`src/rtl/key_debouncer.sv`:
```
// rtl/key_debouncer.sv - Push-button synchronizer and debouncer with press/release/long-press strobes.
module key_debouncer #(
  parameter int DEBOUNCE_CYCLES = 1000000,
  parameter int LONG_CYCLES     = 50000000,
  parameter int ACTIVE_LOW      = 1
) (
  input  logic       clk_clk,
  input  logic       reset_reset_n,
  input  logic       btn_raw,
  output logic       btn_level,
  output logic       press_pulse,
  output logic       release_pulse,
  output logic       long_press_pulse,
  output logic [7:0] press_count
);

  localparam int DW = $clog2(DEBOUNCE_CYCLES);
  localparam int HW = $clog2(LONG_CYCLES);
  localparam logic [DW-1:0] DEB_MAX  = DW'(DEBOUNCE_CYCLES - 1);
  localparam logic [HW-1:0] HOLD_MAX = HW'(LONG_CYCLES - 1);
  localparam logic          IDLE     = (ACTIVE_LOW != 0) ? 1'b1 : 1'b0;

  typedef enum logic [1:0] {
    RELEASED,
    WAIT_PRESS,
    PRESSED,
    WAIT_RELEASE
  } state_t;

  state_t        state;
  logic          sync1;
  logic          sync2;
  logic          s;
  logic          long_done;
  logic          releasing;
  logic          holding;
  logic [DW-1:0] deb_cnt;
  logic [HW-1:0] hold_cnt;

  assign s         = sync2 ^ IDLE;
  assign holding   = (state == PRESSED) || (state == WAIT_RELEASE);
  // The release edge suppresses a coincident long-press strobe so strobes stay mutually exclusive.
  assign releasing = (state == WAIT_RELEASE) && !s && (deb_cnt == DEB_MAX);

  always_ff @(posedge clk_clk or negedge reset_reset_n) begin
    if (!reset_reset_n) begin
      state            <= RELEASED;
      sync1            <= IDLE;
      sync2            <= IDLE;
      deb_cnt          <= '0;
      hold_cnt         <= '0;
      long_done        <= 1'b0;
      btn_level        <= 1'b0;
      press_pulse      <= 1'b0;
      release_pulse    <= 1'b0;
      long_press_pulse <= 1'b0;
      press_count      <= 8'd0;
    end else begin
      sync1            <= btn_raw;
      sync2            <= sync1;
      press_pulse      <= 1'b0;
      release_pulse    <= 1'b0;
      long_press_pulse <= 1'b0;

      case (state)
        RELEASED: begin
          if (s) begin
            state   <= WAIT_PRESS;
            deb_cnt <= '0;
          end
        end
        WAIT_PRESS: begin
          if (!s) begin
            state <= RELEASED;
          end else if (deb_cnt == DEB_MAX) begin
            state       <= PRESSED;
            btn_level   <= 1'b1;
            press_pulse <= 1'b1;
            press_count <= press_count + 8'd1;
            hold_cnt    <= '0;
          end else begin
            deb_cnt <= deb_cnt + DW'(1);
          end
        end
        PRESSED: begin
          if (!s) begin
            state   <= WAIT_RELEASE;
            deb_cnt <= '0;
          end
        end
        WAIT_RELEASE: begin
          if (s) begin
            state <= PRESSED;
          end else if (deb_cnt == DEB_MAX) begin
            state         <= RELEASED;
            btn_level     <= 1'b0;
            release_pulse <= 1'b1;
            long_done     <= 1'b0;
          end else begin
            deb_cnt <= deb_cnt + DW'(1);
          end
        end
        default: state <= RELEASED;
      endcase

      // Hold time keeps accumulating across rejected release bounces.
      if (holding && !releasing) begin
        if (hold_cnt == HOLD_MAX) begin
          if (!long_done) begin
            long_press_pulse <= 1'b1;
            long_done        <= 1'b1;
          end
        end else begin
          hold_cnt <= hold_cnt + HW'(1);
        end
      end
    end
  end

endmodule

```
`config.mk`:
```
export PLATFORM = sky130hd
export DESIGN_NAME = key_debouncer
export DESIGN_NICKNAME = d
export VERILOG_FILES = /design/src/rtl/key_debouncer.sv
export SDC_FILE = /design/constraint.sdc
export NUM_CORES = 1
export LEC_CHECK = 0
export ABC_AREA = 0
export ABC_CLOCK_PERIOD_IN_PS = 3400
export CAP_MARGIN = 5
export CELL_PAD_IN_SITES_DETAIL_PLACEMENT = 1
export CELL_PAD_IN_SITES_GLOBAL_PLACEMENT = 2
export CORE_MARGIN = 2
export CORE_UTILIZATION = 42
export CTS_CLUSTER_DIAMETER = 60
export DETAILED_ROUTE_END_ITERATION = 10
export GPL_ROUTABILITY_DRIVEN = 0
export HOLD_SLACK_MARGIN = 0.15
export PLACE_DENSITY = 0.88
export SYNTH_ARGS = -nofsm -noshare
export SYNTH_HDL_FRONTEND = slang
export SYNTH_SLANG_ARGS = --single-unit
```
`constraint.sdc`:
```
create_clock -name clk_clk -period 3.4 [get_ports clk_clk]
set_input_delay 0.34 -clock clk_clk [delete_from_list [all_inputs] [get_ports clk_clk]]
set_output_delay 0.34 -clock clk_clk [all_outputs]
set_load 0.01 [all_outputs]
```
After elaboration in Yosys (flattened, before gate mapping):

Index checks and enable logic that the tools add are counted.

* add/subtract/negate cells: 3
* multipliers: 0
* div/mod/pow operators: 0
* $lt $le $gt $ge: 0
* equality and inequality tests: 13
* shift operators: 0
* mux-type cells: 37
* bitwise gates (word level): 1
* reduce and logical (&&, ||, !) cells: 11

Operators by type and width (number)
* $mux W26: 5
* $mux W20: 5
* $pmux W20 S4: 1
* $add A26 B1 Y26 const B: 1
* $eq A26 B26 Y1 const B: 1
* $add A20 B1 Y20 const B: 1
* $eq A20 B20 Y1 const B: 1
* $mux W1: 18
* $mux W2: 6
* $ne A2 B2 Y1 const B: 5
* $add A8 B1 Y8 const B: 1
* $pmux W2 S4: 1
* $reduce_and A4 Y1: 2
* $reduce_and A5 Y1: 1
* $eq A2 B2 Y1 const B: 2
* $logic_and A1 B1 Y1: 3
* $ne A3 B2 Y1 const B: 1
* $ne A3 B3 Y1 const B: 1
* $reduce_and A3 Y1: 1
* $eq A2 B1 Y1 const B: 1
* $logic_not A2 Y1: 1
* $ne A2 B1 Y1 const B: 1
* $pmux W1 S2: 1
* $reduce_bool A2 Y1: 1
* 3 further kinds: 3

* flip-flop bits (word level): 63
* bits in latches: 0
* memory bits (writable): 0
* ROM bits: 0
* logic and storage cells: 76
* memories: 0

Longest topological paths before layout:

Gate-level depths: netlist of the first run.

* depth after elaboration: 7
* depth in mapped cells: 7
* depth with buffers taken out: 6

Worst setup path before layout of the first run:

OpenSTA, ideal clock, no wires.

* kind: register to register
* start point: reg deb_cnt[15]
* end point: reg deb_cnt[0]
* setup time: 121 ps
* arrival: 1892 ps
* required time: 3279 ps
* path slack: 1387 ps
* cell stages (with the launch flop): 6
* buffers on the path: 0
* period minus slack after synthesis: 2013 ps
* cell sequence: dfrtp_1 > or4_4 > nor4_4 > nand2_2 > mux2_4 > a22o_1

* word-level cells in the longest chain between the ends: 4
* elaborated cells between the ends (all ways): 5
* classes of those cells: eq/ne (1); mux (4)

Ends and longest elaborated chain
* from (decl): RTL line 37 `logic [DW-1:0] deb_cnt;`
* from (signal assigned): RTL line 82 `deb_cnt <= deb_cnt + DW'(1);`
* from (signal assigned): RTL line 100 `deb_cnt <= deb_cnt + DW'(1);`
* $eq A20 B20 Y1 (*): RTL line 75, 94
* $mux W20 (*)
* $mux W20, on equally long branches
* $pmux W20 S4 (*)

Every way passes the cells marked *; elsewhere a longest branch is shown, timed or not. The select of a mux whose other input is x is not followed.
A chain may end at the register's enable or synchronous reset.

Worst setup path in the final report of the first run:

* start point: reg deb_cnt[6]
* end point: reg hold_cnt[21]

* word-level cells in the longest chain between the ends: 6
* elaborated cells between the ends (all ways): 9
* classes of those cells: eq/ne (1); mux (5); reduce/logical (3)

Ends and longest elaborated chain
* $eq A20 B20 Y1 (*): RTL line 43, 75
* $mux W26: RTL line 75 `end else if (deb_cnt == DEB_MAX) begin`
* $mux W26: RTL line 73 `if (!s) begin`
* $mux W26: RTL line 65 `case (state)`
* $mux W26: RTL line 108 `if (hold_cnt == HOLD_MAX) begin`
* $mux W26 (*): RTL line 107 `if (holding && !releasing) begin`
* to (signal assigned): RTL line 114 `hold_cnt <= hold_cnt + HW'(1);`
* to (decl): RTL line 38 `logic [HW-1:0] hold_cnt;`

Every way passes the cells marked *; elsewhere a longest branch is shown, timed or not.

==> results of run 1 <==
[sequential cells by signal, indices dropped and copies added (netlist names), named ones only]
name,count
btn_level,1
state,1
sync2,1
deb_cnt,20
long_press_pulse,1
release_pulse,1
press_pulse,1
sync1,1
long_done,1
press_count,8
hold_cnt,26
[routing by layer]
| layer | wire, um | up-vias | global-route usage [%] | part of all wire (%) |
|---|---|---|---|---|
| met1 | 3870 | 1257 | 28.5 | 52 |
| met5 | 0 | - | 0 | 0 |
| met3 | 209 | 8 | 4.52 | 2.8 |
| met4 | 86 | 0 | 7.09 | 1.2 |
| met2 | 3260 | 36 | 28.6 | 44 |
| li1 | - | 1222 | - | - |
[cells in the mapped netlist, types with 4 or more instances]
cell type,n
sky130_fd_sc_hd__dfrtp_1,61
sky130_fd_sc_hd__nand2_1,37
sky130_fd_sc_hd__nor2_1,30
sky130_fd_sc_hd__mux2i_1,17
sky130_fd_sc_hd__xor2_1,17
sky130_fd_sc_hd__nand3_1,16
sky130_fd_sc_hd__nand4_1,14
sky130_fd_sc_hd__and3_1,11
sky130_fd_sc_hd__inv_1,9
sky130_fd_sc_hd__nor3_1,9
sky130_fd_sc_hd__and4_1,8
sky130_fd_sc_hd__clkbuf_1,8
sky130_fd_sc_hd__xnor2_1,8
sky130_fd_sc_hd__a21oi_1,7
sky130_fd_sc_hd__nor4_1,6
sky130_fd_sc_hd__nor3b_1,5
sky130_fd_sc_hd__o211ai_1,5
sky130_fd_sc_hd__o21ai_0,5
sky130_fd_sc_hd__o31ai_1,4
[cell type report]
type,count,area [sq um],area share (%)
multi-input combinational,243,1610,43.9
sequential,63,1580,43.1
clock buffer,14,153,4.17
timing repair buffer,16,150,4.10
tap,102,128,3.49
clock inverter,2,10.0,0.273
inverter,9,33.8,0.923
[cell families after synthesis]
| kind of cell | after synthesis |
|---|---|
| AND/OR/NAND/NOR | 161 |
| flip-flops | 63 |
| multiplexers | 18 |
| AO/OA/AOI/OAI | 36 |
| adder cells (fa/ha/maj) | 3 |
| buffers and inverters | 20 |
| XOR/XNOR | 25 |
[critical path, stage by stage, from the launching register on]
cell	delay, ps
sky130_fd_sc_hd__dfrtp_1	440
sky130_fd_sc_hd__nor3b_1	360
sky130_fd_sc_hd__nand3_1	320
sky130_fd_sc_hd__o21ai_1	740
sky130_fd_sc_hd__or3_1	230
sky130_fd_sc_hd__mux2i_1	210
[per-stage QoR]
stage	utilization (%)	cell area, sq um	hold slack, ps	worst slack (ps)	instances
floorplan	-	3270	44.4	1390	326
global placement	45.7	3500	345	1080	433
detailed placement	45.7	3500	353	997	433
CTS	47.9	3660	252	1020	449
global route	47.9	3660	297	823	449
finish	47.9	3660	206	1040	449
[power by group]
part / internal, mW / leakage, nW / switching (mW)
Clock: 0.284 / 0.0844 / 0.282
Combinational: 0.0154 / 0.580 / 0.0282
Sequential: 0.759 / 0.869 / 0.0155
[worst max path at each step]
stage,to,slack (ps),cells past startpoint
after floorplan,deb_cnt[0],1390,5
after global placement,press_count[5],1080,5
after detailed placement,hold_cnt[21],1000,5
after CTS,hold_cnt[21],1020,5
after global routing,hold_cnt[21],820,5
final,hold_cnt[21],1040,5
==> results.md, run 1 <==
- The start point of the critical path is deb_cnt[6].
- The flow ran to the end, and the final reports show no timing, DRC or antenna violations.
- The xor/xnor cell area share of the yosys netlist is roughly 6.7%.
- The first-iteration detailed-routing DRC count is ~120.
- The first-pass GRT wire length is 13200 um.
- The number of max-slew violations in the final report is 0.
- In the final routed layout, each cell accounts on average for ~17 um.
- The worst register-to-register path has a depth of 5.
- The number of antenna violations at the first check in global routing is 0.
- The worst path uses 69.3% of the clock period.
- The row count is 32.
- The number of nets with antenna violations after routing is 0.
- The power per unit of standard cell area is 378 nW/um^2.
- After detailed routing, the total wire length is about 7400 um.
- The worst slew margin relative to its limit is 26.5%.
- The synthesized design devotes to its leading area cell type between 40 and 50% of total area.
- The clock reaches the later pin of the worst-skew pair after roughly 340 ps.
- The placed wire-length estimate is 5140 um.
- The total iterations of the first detailed-routing run is 4.
- The arrival time of the worst setup path is between 2000 and 3000 ps.
- In this run, distinct cell masters in the synthesized netlist total between 50 and 60.
- For this run, the register share of the synthesized area comes to ~48%.
- Summing the areas of all compound-gate instances in the mapped netlist gives between 7 and 8% of the synthesized area.
- The final-stage net count is approximately 350.
- The initial utilization of the core area, before any placement, comes to a little over two fifths.
- The number of global-route vias before repair came to approximately 2600.
- The type of the tightest min-delay check is in2async.
- The main combinational cell family by area after synthesis is simple AND/OR/NAND/NOR gates.
- The endpoint identified for the worst register-to-register timing path is hold_cnt[21].
- The smallest clock period supported by the final layout is computed as 2360 ps.
- The clock net in this run drives a total of 63 sinks.
- The share of flip-flops with an asynchronous set or reset after synthesis is 100%.
- The tree is rooted in a sky130_fd_sc_hd__clkbuf_8.
- The count of flip-flops with a built-in enable after synthesis is 0.
- The Yosys warning count is 0.
- The largest vdd supply drop is around 0.00017 V.
- The post-CTS clock slew at the launch and capture registers of the worst setup and hold paths is roughly 70 ps.
- A synthesized cell averages 10.0 sq um.
- The power consumption is roughly 1.4 mW.
- In the routed layout, each cell is associated on average with a via count of about 5.6.
- The instance count of the mapped netlist is roughly 330.
- Derived from the worst setup path, the maximum achievable clock frequency is roughly 0.42 GHz.
- Summed over all instances, the cell type with the most area after synthesis is sky130_fd_sc_hd__dfrtp_1.
- The boundary pin count is 15.
- Entering global routing, the biggest net connects 50 pins.
- 0 antenna diodes ended up in the layout.
- The flop and latch count out of synthesis is 63.
- The source of the worst register-to-register timing path is deb_cnt[6].
- Setup repair after global routing left no endpoint under its margin.
- Setup violations remaining at the end of the flow were counted as 0.
- Of the total synthesized cell area, the portion taken by full adders, half adders and majority gates is roughly 1.1%.
- The overall overflow remaining after global route is 0.
- Across the run, the number of max-cap violations was 0.
- The area of the die is around 8500 sq um.
- The share of synthesized area spent on multiplexers is 5.67%.
- The synthesized netlist occupies a cell area of approximately 3300 sq um.
- The cts-stage hold buffer count is 0.
- In the post-synthesis netlist, the biggest area contributors are sky130_fd_sc_hd__dfrtp_1, sky130_fd_sc_hd__mux2i_1, sky130_fd_sc_hd__xor2_1.
- The most frequent standard cell in the layout excluding fill and tap cells is sky130_fd_sc_hd__dfrtp_1.
- Across the routed clock network, the largest skew measured is ~13 ps.
- Leaving out fill and tap cells, the most frequent cells in the layout are sky130_fd_sc_hd__dfrtp_1, sky130_fd_sc_hd__nand2_1, sky130_fd_sc_hd__nor2_1.
- The worst setup path is launched from a register.
- The critical path in this run is classified as reg2reg.
- Of the total synthesized cell area, the portion taken by AND, OR, NAND and NOR gates is 28.0%.
- Compared with the post-synthesis result, the final layout area differs by 12.1%.
- For the worst setup path, the data required time is 3660 ps.
- At the pin with the least slew margin, the transition time is about 1100 ps.
- The TritonCTS clock tree is built.
- In this run the tool buffered the top-level ports with 14 buffer cells.
- Once the clock tree was built, the resizer swapped 0 gates to a different size.
- The number of endpoints with negative hold slack in the final report was 0.
- In the final timing run, aggregate negative setup slack is 0 ps.
- STA classifies the critical path endpoint as a register.
- In the synthesized netlist the dominant register cell turns out to be sky130_fd_sc_hd__dfrtp_1.
- The chip width is a little over 90 um.
- The core footprint is 7650 sq um.
- The total vias in the final route is ~2500.
- The post-synth net total is about 330.
- The maximum buffer depth of the clock tree is 2.
- In the final layout, the share of cells above drive strength 1 is under 10%.
- Buffers inserted during clock tree synthesis total 9.
- The number of levels the H-tree was split into is 3.
- Along the worst path, the maximum fanout reaches 12.
- For flop-to-flop paths, the worst setup slack is between 1000 and 1500 ps.
- Fill cells in the final layout number between 800 and 900.
- The leakage power total is 1.53 nW.
- For this run, the total global-route usage over all layers was measured as between 10% and 20%.
- The final routed DRC violation total is 0.
- After clock tree synthesis, the setup repair step added 0 buffers.
- The die span in y is between 90 and 100 um.
Note: power is estimated with default switching activity, not from simulation.
==> inputs of run 2 (changes only) <==
--- a/config.mk
+++ b/config.mk
@@ -6,17 +6,17 @@
 export NUM_CORES = 1
 export LEC_CHECK = 0
 export ABC_AREA = 0
-export ABC_CLOCK_PERIOD_IN_PS = 3400
+export ABC_CLOCK_PERIOD_IN_PS = 2240
 export CAP_MARGIN = 5
 export CELL_PAD_IN_SITES_DETAIL_PLACEMENT = 1
 export CELL_PAD_IN_SITES_GLOBAL_PLACEMENT = 2
 export CORE_MARGIN = 2
-export CORE_UTILIZATION = 42
+export CORE_UTILIZATION = 39
 export CTS_CLUSTER_DIAMETER = 60
 export DETAILED_ROUTE_END_ITERATION = 10
 export GPL_ROUTABILITY_DRIVEN = 0
 export HOLD_SLACK_MARGIN = 0.15
-export PLACE_DENSITY = 0.88
+export PLACE_DENSITY = 0.83
 export SYNTH_ARGS = -nofsm -noshare
 export SYNTH_HDL_FRONTEND = slang
 export SYNTH_SLANG_ARGS = --single-unit
==> constraint.sdc (replaced) <==
create_clock -name clk_clk -period 2.24 [get_ports clk_clk]
set_input_delay 0.224 -clock clk_clk [delete_from_list [all_inputs] [get_ports clk_clk]]
set_output_delay 0.224 -clock clk_clk [all_outputs]
set_load 0.01 [all_outputs]
==> results.md, run 2 (synthesis gave the netlist of run 1 again) <==
- The register with the most flip-flops in the final layout is hold_cnt.
- Summed over all failing endpoints, the final setup total negative slack is 0 ps.
- Summing over every cut layer, the via total after detailed routing is approximately 2700.
- For the pin with the worst max-slew slack, the measured transition is between 1000 and 1500 ps.
- The shortest period the worst path allows is between 2000 and 2500 ps.
- The flow ran to the end, and the final reports show no timing, DRC or antenna violations.
- The most frequent standard cell in the layout excluding fill and tap cells is sky130_fd_sc_hd__dfrtp_1.
- The number of vias per cell is between 5 and 6.
- The cell at the slowest stage of the critical path is sky130_fd_sc_hd__or4b_4.
- The kind of critical path is reg2reg.
- TritonCTS built the clock tree.
- For this design the static power due to leakage is between 1.5 and 2 nW.
- The tool flagged a number of max-cap violations equal to 0.
- The number of antenna violations at the first check in global routing is 0.
- The worst register-to-register path has a depth of 7.
- After clock tree synthesis, the clock-pin slew on the worst setup and hold paths is 70 ps.
- The largest vdd supply drop is around 0.0003 V.
- For this design, the sink count on the clock tree is 63.
- In the final routed layout, each cell accounts on average for roughly 17 um.
- The power per unit of standard cell area is 567 nW/um^2.
- Headroom to the max-slew limit came out at a little over a quarter.
- The first-pass GRT wire length is about 13000 um.
- Counting stages on the worst path, the most repeated cell is sky130_fd_sc_hd__buf_4.
- The initial core utilization is 39.9%.
- The number of max-slew violations in the final report came to 0.
- The number of global-route vias before repair is about 2700.
- During placement, the flow inserted port buffers numbering 14.
- Of the cells placed in the final design, the portion with a size suffix greater than 1 is 16.6%.
- Derived from the worst setup path, the maximum achievable clock frequency is roughly 0.46 GHz.
- For the worst-skew pair, the clock arrives at the later sink with an insertion delay of ~340 ps.
- The final-stage net count is approximately 380.
- In this run the horizontal extent of the chip is around 96 um.
- The number of endpoints with negative hold slack in the final report is 0.
- Traced cell by cell, the critical path runs through or4b_4 -> nor4_4 -> buf_4 -> nand3_4 -> buf_4 -> nand2_1 -> mux2i_1.
- The worst setup path is captured at a register.
- The core footprint is 8180 sq um.
- Hold is met by 288 ps.
- The register with the most flip-flops in the layout has 26 of them.
- The number of antenna diodes is 0.
- From bottom edge to top edge, the die measures about 96 um.
- Once detail routing completed, the nets flagged for antenna violations numbered 0.
- 15 I/O pins were placed.
- The number of logic stages on the critical path including buffering is 7.
- The number of levels the H-tree was split into is 3.
- The critical path contains buffers and inverters numbering 2 combined.
- The count of final setup violators is 0.
- The overall overflow remaining after global route is 0.
- After detailed routing, the number of remaining DRC violations is 0.
- In the layout the commonest cells are sky130_fd_sc_hd__dfrtp_1, sky130_fd_sc_hd__nand2_1, sky130_fd_sc_hd__nor2_1.
- The row count is 33.
- The total routing usage reported by global routing is roughly a fifth.
- The first detailed-routing pass took 4 iterations.
- The die covers between 9000 and 10000 sq um.
- The final routed wirelength across all metal layers is approximately 8200 um.
- The tree is rooted in a sky130_fd_sc_hd__clkbuf_8.
- The final core utilization is about 48%.
- The type of the tightest min-delay check is in2reg.
- The maximum number of pins on one net before global-route repair is 42.
- The placed wire-length estimate is between 5000 and 6000 um.
- The arrival time of the worst setup path is 2390 ps.
- The clock passes through at most 2 buffers.
- The worst hold path depth is 1.
- The largest registers in the layout are hold_cnt: 26 flops, deb_cnt: 20 flops, press_count: 8 flops.
- The delay of the slowest cell on the worst path is between 500 and 600 ps.
- After layout, the worst path uses between 90 and 100% of the clock period.
- The area growth from synthesis to layout is 20.5%.
- The clock arrives with between 7 and 8 ps of skew.
- The nature of the critical path startpoint is a register.
- The CTS buffer count is 9.
- In this design, the largest share of critical-path delay is due to simple AND/OR/NAND/NOR gates.
- At the worst endpoint, the required time is 2450 ps.
- After the first detailed-routing iteration, the DRC count stood at 108.
- In this run the worst path has a maximum fanout of 9.
==> run 2: timing repair <==
action,CTS,global route
endpoints found under the setup margin,4,21
gates cloned,0,1
hold buffers,1,0
resized for setup,1,4
hold endpoints to repair,22,0
buffers inserted,0,5
pin swaps,0,2
==> run 2: path summary, 6_finish.rpt <==
| kind | from | to | slack (ps) |
|---|---|---|---|
| worst min register to register | sync1 | sync2 | 360 |
| max in group asynchronous | reset_reset_n | sync1 | 1150 |
| worst min-delay path | btn_raw | sync1 | 290 |
| worst max register to register | deb_cnt[13] | hold_cnt[21] | 70 |
| worst max-delay path | deb_cnt[13] | hold_cnt[21] | 70 |
| min in group asynchronous | reset_reset_n | press_count[6] | 410 |
==> run 2: final cells by class <==
type / count / area [sq um]
clock buffers: 12 / 145
clock inverters: 4 / 45.0
fillers: 934 / 4240
inverters: 9 / 33.8
multi-input cells: 244 / 1640
flip-flops and latches: 63 / 1580
well taps: 105 / 131
repair buffers: 42 / 360
==> run 2: per-stage QoR <==
| step | setup slack (ps) | std cells | area (sq um) | total power [mW] |
|---|---|---|---|---|
| 3_3_place_gp | 18.2 | 456 | 3660 | 1.27 |
| 5_1_grt | -9.07 | 479 | 3940 | 2.34 |
| 3_5_place_dp | -29.4 | 456 | 3660 | 1.28 |
| 4_1_cts | 14.0 | 473 | 3870 | 2.26 |
| 2_1_floorplan | 227 | 326 | 3270 | 1.23 |
| 6_report | 68.9 | 479 | 3940 | 2.23 |
==> run 2: power breakdown <==
| part | leakage, nW | internal [mW] | switching (mW) |
|---|---|---|---|
| Clock | 0.100 | 0.540 | 0.438 |
| Combinational | 0.722 | 0.0324 | 0.0508 |
| Sequential | 0.869 | 1.15 | 0.0193 |
==> run 2: worst reg2reg max path, cell delays in order (launching register included) <==
cell and delay, ps:
sky130_fd_sc_hd__dfrtp_1 440, sky130_fd_sc_hd__or4b_4 560, sky130_fd_sc_hd__nor4_4 330, sky130_fd_sc_hd__buf_4 200, sky130_fd_sc_hd__nand3_4 150, sky130_fd_sc_hd__buf_4 230
sky130_fd_sc_hd__nand2_1 70, sky130_fd_sc_hd__mux2i_1 80
==> run 2: layer usage <==
metal | vias to the layer above | global-route usage (%) | part of all wire [%]
met1 | 1334 | 27.2 | 50
met4 | 0 | 5.60 | 1.2
li1 | 1273 | - | -
met2 | 34 | 29.7 | 46
met3 | 12 | 4.19 | 3.2
met5 | - | 0 | 0
==> inputs of run 3 (changes only) <==
==> constraint.sdc (replaced) <==
create_clock -name clk_clk -period 2.24 [get_ports clk_clk]
set_input_delay 0.224 -clock clk_clk [delete_from_list [all_inputs] [get_ports clk_clk]]
set_output_delay 0.224 -clock clk_clk [all_outputs]
set_load 0.02 [all_outputs]
==> results of run 3 <==
The final DEF is identical to that of run 2; final timing and power are the same.
